==> config.mk <==
export PLATFORM = sky130hd
export DESIGN_NAME = adder_pipe_nbit
export DESIGN_NICKNAME = d
export VERILOG_FILES = /design/src/rtl/adder_pkg.sv /design/src/rtl/adder_slice.sv /design/src/rtl/adder_pipe_nbit.sv
export SDC_FILE = /design/constraint.sdc
export NUM_CORES = 1
export LEC_CHECK = 0
export CORE_UTILIZATION = 55
export DETAILED_ROUTE_END_ITERATION = 8
export HOLD_SLACK_MARGIN = 0.03
export PLACE_DENSITY = 0.8
export SLEW_MARGIN = 20
export SYNTH_ARGS = -nofsm -noshare
export SYNTH_HDL_FRONTEND = slang
export SYNTH_HIERARCHICAL = 1
export SYNTH_SLANG_ARGS = --single-unit
==> constraint.sdc <==
create_clock -name clk -period 2.4 [get_ports clk]
set_input_delay 0.36 -clock clk [delete_from_list [all_inputs] [get_ports clk]]
set_output_delay 0.36 -clock clk [all_outputs]
set_load 0.02 [all_outputs]
==> src/rtl/adder_pkg.sv <==
// Shared constants and operation/result records for the pipelined adder.
package adder_pkg;

    localparam int DEF_WIDTH = 16;
    localparam int DEF_SLICE = 4;

    typedef struct packed {
        logic [DEF_WIDTH-1:0] a;
        logic [DEF_WIDTH-1:0] b;
        logic                 cin;
        logic                 sub;
    } add_op_t;

    typedef struct packed {
        logic [DEF_WIDTH-1:0] sum;
        logic                 cout;
        logic                 ovf;
    } add_res_t;

endpackage

==> src/rtl/adder_slice.sv <==
// Combinational SLICE-bit ripple adder; one instance per pipeline stage.
module adder_slice
    import adder_pkg::*;
#(
    parameter int SLICE = DEF_SLICE
) (
    input  logic [SLICE-1:0] a,
    input  logic [SLICE-1:0] b,
    input  logic             ci,
    output logic [SLICE-1:0] s,
    output logic             co,
    output logic             c_msb_in
);

    // Ripple the carry through the slice; c_msb_in feeds the overflow flag.
    always_comb begin : p_ripple
        logic [SLICE:0] c;
        c    = '0;
        s    = '0;
        c[0] = ci;
        for (int i = 0; i < SLICE; i++) begin
            s[i]     = a[i] ^ b[i] ^ c[i];
            c[i+1]   = (a[i] & b[i]) | (c[i] & (a[i] ^ b[i]));
        end
        co       = c[SLICE];
        c_msb_in = c[SLICE-1];
    end

endmodule

==> src/rtl/adder_pipe_nbit.sv <==
// WIDTH-bit add/subtract unit, carry chain cut into SLICE-bit pipeline stages,
// valid/ready on both sides with a single global stall.
module adder_pipe_nbit
    import adder_pkg::*;
#(
    parameter int WIDTH = DEF_WIDTH,
    parameter int SLICE = DEF_SLICE
) (
    input  logic             clk,
    input  logic             rst_n,
    input  logic             in_valid,
    output logic             in_ready,
    input  logic [WIDTH-1:0] a,
    input  logic [WIDTH-1:0] b,
    input  logic             cin,
    input  logic             sub,
    output logic             out_valid,
    input  logic             out_ready,
    output logic [WIDTH-1:0] sum,
    output logic             cout,
    output logic             ovf
);

    localparam int STAGES = WIDTH / SLICE;

    logic             advance;
    logic [WIDTH-1:0] b_eff;
    logic             c_eff;

    assign advance  = !out_valid || out_ready;
    assign in_ready = advance;

    // Subtraction as a + ~b + ~borrow; cin doubles as borrow-in.
    assign b_eff = sub ? ~b : b;
    assign c_eff = sub ? ~cin : cin;

    // Each stage's acc register starts as operand a and has one finished result
    // slice shifted in from the top per stage, so after the last stage it holds
    // the aligned sum.  The b register shrinks by one slice per stage, keeping
    // only the operand bits not yet consumed.
    for (genvar k = 0; k < STAGES; k++) begin : g_st
        localparam int BIN = WIDTH - k * SLICE;

        logic             v_in;
        logic             c_in;
        logic [WIDTH-1:0] acc_in;
        logic [BIN-1:0]   b_in;
        logic [SLICE-1:0] s;
        logic             co;
        logic [WIDTH-1:0] acc_d;
        logic             v_q;
        logic             c_q;
        logic [WIDTH-1:0] acc_q;

        if (k == 0) begin : g_src
            assign v_in   = in_valid;
            assign c_in   = c_eff;
            assign acc_in = a;
            assign b_in   = b_eff;
        end else begin : g_src
            assign v_in   = g_st[k-1].v_q;
            assign c_in   = g_st[k-1].c_q;
            assign acc_in = g_st[k-1].acc_q;
            assign b_in   = g_st[k-1].g_bn.b_q;
        end

        if (STAGES == 1) begin : g_acc
            assign acc_d = s;
        end else begin : g_acc
            assign acc_d = {s, acc_in[WIDTH-1:SLICE]};
        end

        if (k == STAGES - 1) begin : g_fin
            logic c_msb;
            logic ovf_q;

            adder_slice #(.SLICE(SLICE)) u_slice (
                .a        (acc_in[SLICE-1:0]),
                .b        (b_in[SLICE-1:0]),
                .ci       (c_in),
                .s        (s),
                .co       (co),
                .c_msb_in (c_msb)
            );

            // Signed overflow: carry into the MSB disagrees with carry out of it.
            always_ff @(posedge clk or negedge rst_n) begin
                if (!rst_n) begin
                    ovf_q <= 1'b0;
                end else if (advance && v_in) begin
                    ovf_q <= c_msb ^ co;
                end
            end
        end else begin : g_mid
            logic c_msb_unused;

            adder_slice #(.SLICE(SLICE)) u_slice (
                .a        (acc_in[SLICE-1:0]),
                .b        (b_in[SLICE-1:0]),
                .ci       (c_in),
                .s        (s),
                .co       (co),
                .c_msb_in (c_msb_unused)
            );
        end

        if (k < STAGES - 1) begin : g_bn
            logic [BIN-SLICE-1:0] b_q;

            // Carry the not-yet-added upper slices of b forward with the operation.
            always_ff @(posedge clk or negedge rst_n) begin
                if (!rst_n) begin
                    b_q <= '0;
                end else if (advance && v_in) begin
                    b_q <= b_in[BIN-1:SLICE];
                end
            end
        end

        // Stage register: valid moves with every advance (bubbles included);
        // data loads only for real operations so outputs hold the last result.
        always_ff @(posedge clk or negedge rst_n) begin
            if (!rst_n) begin
                v_q   <= 1'b0;
                c_q   <= 1'b0;
                acc_q <= '0;
            end else if (advance) begin
                v_q <= v_in;
                if (v_in) begin
                    c_q   <= co;
                    acc_q <= acc_d;
                end
            end
        end
    end

    assign out_valid = g_st[STAGES-1].v_q;
    assign sum       = g_st[STAGES-1].acc_q;
    assign cout      = g_st[STAGES-1].c_q;
    assign ovf       = g_st[STAGES-1].g_fin.ovf_q;

endmodule

==> run metrics, run 1 <==
status=finished clean; Crit path top cell by count=fa_2; critical path cell sequence=clkdlybuf4s15_1 -> xor2_2 -> fa_2 -> inv_1 -> fa_2 -> fa_2 -> inv_2 -> fa_1 -> mux2_2; Seq/Total Area, Yosys=54.91%; cell internal pwr=4.616 mW; vias per inst=5.011; fin worst setup slack=0.08637 ns; Filler Cell Count=577; Setup crit end kind=flip-flop; Worst Path Required=2.64 ns; clock root buffer=clkbuf_8; switching part of the total power=32.21%; Crit Path Class=in -> reg; dpl cell area=0.005061 mm2; worst skew pair latency=0.35 ns; Psw=2.193 mW; Synth area leaders=dfrtp_1 55%, mux2_4 13%, mux2_2 11%; Ports=58; EDFF count, synth=0; Tcrit/Tclk final=96.40%; worst clock skew=0.01050 ns; clock slew at reported path FFs=0.10 ns; Die W=91.65 um; Area Overhead vs Synth=19.19%; DRC violations left=0; H-Tree Depth=3; fin crit period=2.314 ns; WP buf/inv=3; die area=0.008400 mm2; final hold vios=0; TritonRoute pass-1 iters=4; n_diodes=0; Worst Path Max Fanout=3; Pwr Density=1292 mW/mm2; Post-DRT Antenna Nets=0; Post-CTS Setup Repair Bufs=0; fin area=0.005269 mm2; clock buffer depth=2; slowest stage delay, CP=0.40 ns; VDD IR max=0.5400 mV; leakage=2.400 nW; site row count=32; initial DRC count=90; Final Util=67.83%; Top delay family on crit path=adder cells; worst hold path class=in -> async; Yosys cell types=20; Yosys top cell by area=dfrtp_1; RSZ-0062 raised after global routing=false; first-pass GRT wire length=11.75 mm; Layout Nets=407; Gate Count Post-Synth=292; Post-Syn Area per Cell=15.14 um2; GP Congestion=0.7243; synthesis-stage register bit count=97; Synth top cells by count=97 x dfrtp_1, 44 x mux2_2, 38 x mux2_4; largest net degree at the start of global routing=65; DP Wirelength=4.735 mm; combinational fraction of design power=42.7%; main flop type after synthesis=dfrtp_1; Tot Pwr=6.810 mW; CTS buffer count=9; worst slew pin tran=0.4458 ns; max cap viols=0; clock network fraction of total power=15.5%; vias in the first global route=2461; initial antenna violation count=0; slowest stage cell on the critical path=fa_1; Worst EP arrival=2.55 ns; Total Wirelength=6.708 mm; sequential fraction of design power=41.9%; synthesized cell area=0.004420 mm2; Synth async-reset ratio=100.0%; fraction of layout cells with a size suffix above 1=32.12%; final setup fails=0; I/O Buffers=57; post-synth top area share=54.91%; total gr overflow=0; total core area=0.007767 mm2; GRT Total Usage=18.31%; Worst setup SP type=primary input; YS warnings=6; pre-CTS WS=-0.5819 ns; initial core utilization=56.91%; via count=2305; drt wl/cell=14.58 um; max-slew violation count=0; slew margin rel.=70.17%; Mapped Nets=346; count leader, synth=dfrtp_1; Max Clk Rate=432.2 MHz; Die Span Y=91.65 um; clk sinks=97; CTS tree=done
## layout make-up
class	count	area (um2)	area share [%]
Sequential cell	97	2427	46.07
Clock buffer	9	123.9	2.351
Inverter	34	127.6	2.422
Multi-Input combinational cell	148	1760	33.41
Clock inverter	7	76.32	1.449
Timing Repair Buffer	63	625.6	11.87
Tap cell	102	127.6	2.422
## cell usage in the layout (no fill, tap or decap), drive strengths merged, types with 2 or more instances in the layout
master	Yosys	routed
dlygate4sd2	0	2
a21oi	24	24
o21ai	2	2
fa	16	16
clkdlybuf4s50	0	53
inv	34	37
xor2	6	6
dfrtp	97	97
clkinvlp	0	2
nand2	4	4
xnor2	12	12
buf	12	6
clkbuf	1	9
mux2	82	82
## stage by stage
step | setup TNS, ns | std cells | hold WS (ns)
2_1_floorplan | -0.1009 | 292 | 0.06441
5_1_grt | 0 | 460 | 0.5180
4_1_cts | 0 | 460 | 0.4838
6_report | 0 | 460 | 0.4869
3_3_place_gp | -1.150 | 443 | 0.3377
3_5_place_dp | -1.275 | 443 | 0.3331
## per-layer routing
layer	vias to the layer above	routed length (um)	global-route usage, %
li1	1070	-	-
met1	1186	3080	25.17
met3	7	178	2.736
met4	0	137	8.333
met5	-	0	0
met2	42	3312	29.07
## power by group through the flow
stage | clock [mW] | combinational, mW | sequential (mW)
after floorplan | 0 | 2.06 | 2.96
after global placement | 0 | 2.82 | 2.85
after detailed placement | 0 | 2.95 | 2.89
after CTS | 1.09 | 2.95 | 2.86
after global routing | 1.15 | 3.18 | 2.95
final | 1.05 | 2.91 | 2.85
## state kept, by name, summed over array words and instances, names as in the netlist
name / cells
cout: 1
ovf: 1
g_st.c_q: 3
g_st.g_bn.b_q: 24
g_st.v_q: 3
out_valid: 1
g_st.acc_q: 48
sum: 16
## repair_timing
action	4_1_cts	5_1_grt
pin swaps	2	0
hold endpoints to repair	33	0
hold buffers	1	0
gates resized for setup	3	1
endpoints found under the setup margin	1	1
## logic make-up (layout without fill, tap and decap cells)
| group | Yosys count | in the layout | share of synthesized area [%] |
|---|---|---|---|
| mux | 82 | 82 | 24.12 |
| xor+xnor | 18 | 18 | 3.566 |
| fa+ha+maj | 16 | 16 | 7.246 |
| compound gates | 26 | 26 | 2.944 |
| flops | 97 | 97 | 54.91 |
| simple gates | 6 | 6 | 1.444 |
| buf+inv | 47 | 113 | 5.774 |
## worst paths after layout
path | depth (start not counted) | startpoint | slack, ns | to
max in group asynchronous | 3 | rst_n | 1.24 | g_st[0].g_bn.b_q[9]
min in group clk | 1 | g_st[0].g_bn.b_q[6] | 0.50 | g_st[1].g_bn.b_q[2]
hold reg to reg | 1 | g_st[0].g_bn.b_q[6] | 0.50 | g_st[1].g_bn.b_q[2]
setup / recovery | 9 | sub | 0.09 | g_st[0].acc_q[15]
hold / removal | 2 | rst_n | 0.49 | g_st[2].v_q
setup reg to reg | 8 | g_st[2].acc_q[0] | 0.11 | ovf
Note: power is estimated with default switching activity, not from simulation.
==> inputs of run 2 (changes only) <==
--- a/config.mk
+++ b/config.mk
@@ -5,7 +5,9 @@
 export SDC_FILE = /design/constraint.sdc
 export NUM_CORES = 1
 export LEC_CHECK = 0
+export CORE_MARGIN = 5
 export CORE_UTILIZATION = 55
+export CTS_CLUSTER_DIAMETER = 30
 export DETAILED_ROUTE_END_ITERATION = 8
 export HOLD_SLACK_MARGIN = 0.03
 export PLACE_DENSITY = 0.8
==> run 2 against run 1 <==
Effect of this change: clock skew is 0.0026 ns lower; first-iteration DRC count shrank 7.8%; sequential share of layout area down 0.066 points; largest power group unchanged.
==> run metrics, run 2 (same netlist as run 1, synthesis figures left out) <==
worst clock skew=0.007944 ns; first-pass GRT wire length=12.07 mm; initial antenna violation count=0; WP buf/inv=4; non-filler instance count after layout=462; largest net degree at the start of global routing=39; clock slew at reported path FFs=0.09 ns; final setup fails=0; Top delay family on crit path=adder cells; drt wl/cell=15.01 um; DRC violations left=0; vias per inst=4.968; Total Wirelength=6.935 mm; Biggest register=g_st.acc_q; Worst EP arrival=2.57 ns; max-slew violation count=0; clock root buffer=clkbuf_8; dpl cell area=0.005069 mm2; Die W=99.65 um; total gr overflow=0; site row count=32; RSZ-0062 raised after global routing=false; initial DRC count=83; VDD IR max=0.4193 mV; DP Wirelength=4.926 mm; Pwr Density=1276 mW/mm2; leakage=2.419 nW; Max Clk Rate=428.7 MHz; fin crit period=2.332 ns; H-Tree Depth=3; most common library cell in the layout ignoring fill and taps=dfrtp_1; die area=0.009930 mm2; clk sinks=97; Layout Nets=409; via count=2295; slack of the worst reg-to-reg path=0.11 ns; slowest stage delay, CP=0.39 ns; slew margin rel.=70.96%; worst hold path class=in -> async; critical path cell sequence=dlygate4sd2_1 -> buf_6 -> xor2_2 -> fa_2 -> inv_1 -> fa_2 -> fa_2 -> inv_2 -> fa_1 -> mux2_4; Hold WS=0.4876 ns; Worst setup SP type=primary input; Tcrit/Tclk final=97.19%; GP Congestion=0.7599; Area Overhead vs Synth=19.36%; Worst Path Max Fanout=4; final hold vios=0; Tot Pwr=6.731 mW; Worst Path Required=2.63 ns; I/O Buffers=57; clock buffer depth=2; Largest register FFs=48; Setup crit end kind=flip-flop; CTS buffer count=9; commonest non-fill, non-tap cells in the layout=97 x dfrtp_1, 53 x clkdlybuf4s50_1, 43 x mux2_2; worst skew pair latency=0.35 ns; initial core utilization=56.91%; fin area=0.005276 mm2; slowest stage cell on the critical path=fa_1; Ports=58; total core area=0.007767 mm2; status=finished clean; Crit Path Class=in -> reg; Final Util=67.93%; Post-DRT Antenna Nets=0; max cap viols=0; placed insts=444; TritonRoute pass-1 iters=4; vias in the first global route=2467; GRT Total Usage=15.33%; fraction of layout cells with a size suffix above 1=32.22%; CTS tree=done; worst slew pin tran=0.4340 ns; Crit path top cell by count=fa_2; n_diodes=0; Die Span Y=99.65 um
-- run 2: cell types whose count changed in the layout (fill, tap and decap cells not counted), sizes merged --
cell           change
buf                +2
dlygate4sd2        +1
clkinvlp           -2
clkdlybuf4s15      -1
inv                -3
clkbuf             +1
clkinv             +4
-- run 2: final cells by class --
cell class	count	area (um2)
sequential	97	2427
multi-input combinational	148	1764
tap	102	127.6
timing repair buffer	65	643.1
clock inverter	6	58.81
inverter	34	127.6
clock buffer	10	127.6
fill	551	2491
-- run 2: timing repair --
item                                    4_1_cts  5_1_grt
setup buffers                                 1        0
hold buffers                                  1        0
hold endpoints to repair                     29        0
gates resized for setup                       5        0
pin swaps                                     5        1
endpoints found under the setup margin        1        1
-- run 2: power breakdown --
| group | total [mW] | leakage, nW | internal (mW) | switching, mW |
|---|---|---|---|---|
| clock | 1.00 | 0.0998 | 0.477 | 0.527 |
| combinational | 2.88 | 1.20 | 1.72 | 1.16 |
| sequential | 2.85 | 1.12 | 2.40 | 0.449 |
-- run 2: final timing paths --
check / startpoint / to / depth (start not counted)
max in group asynchronous: rst_n / g_st[2].v_q / 3
setup / recovery: sub / g_st[0].acc_q[15] / 10
min in group clk: g_st[2].v_q / out_valid / 2
setup reg to reg: g_st[2].acc_q[0] / ovf / 8
hold reg to reg: g_st[2].v_q / out_valid / 2
hold / removal: rst_n / g_st[0].acc_q[15] / 2
-- run 2: stage by stage --
step	TNS [ns]	setup WS, ns
finish	0	0.06751
global route	0	0.002376
CTS	0	0.04194
detailed placement	-1.053	-0.5209
global placement	-1.009	-0.5016
floorplan	-0.1009	-0.1009
-- run 2: per-layer routing --
| metal | up-vias | GRT usage, % | part of all wire (%) |
|---|---|---|---|
| met5 | - | 0 | 0 |
| met4 | 0 | 6.933 | 1.5 |
| li1 | 1081 | - | - |
| met3 | 10 | 1.753 | 2.6 |
| met2 | 39 | 23.92 | 48 |
| met1 | 1165 | 21.74 | 48 |
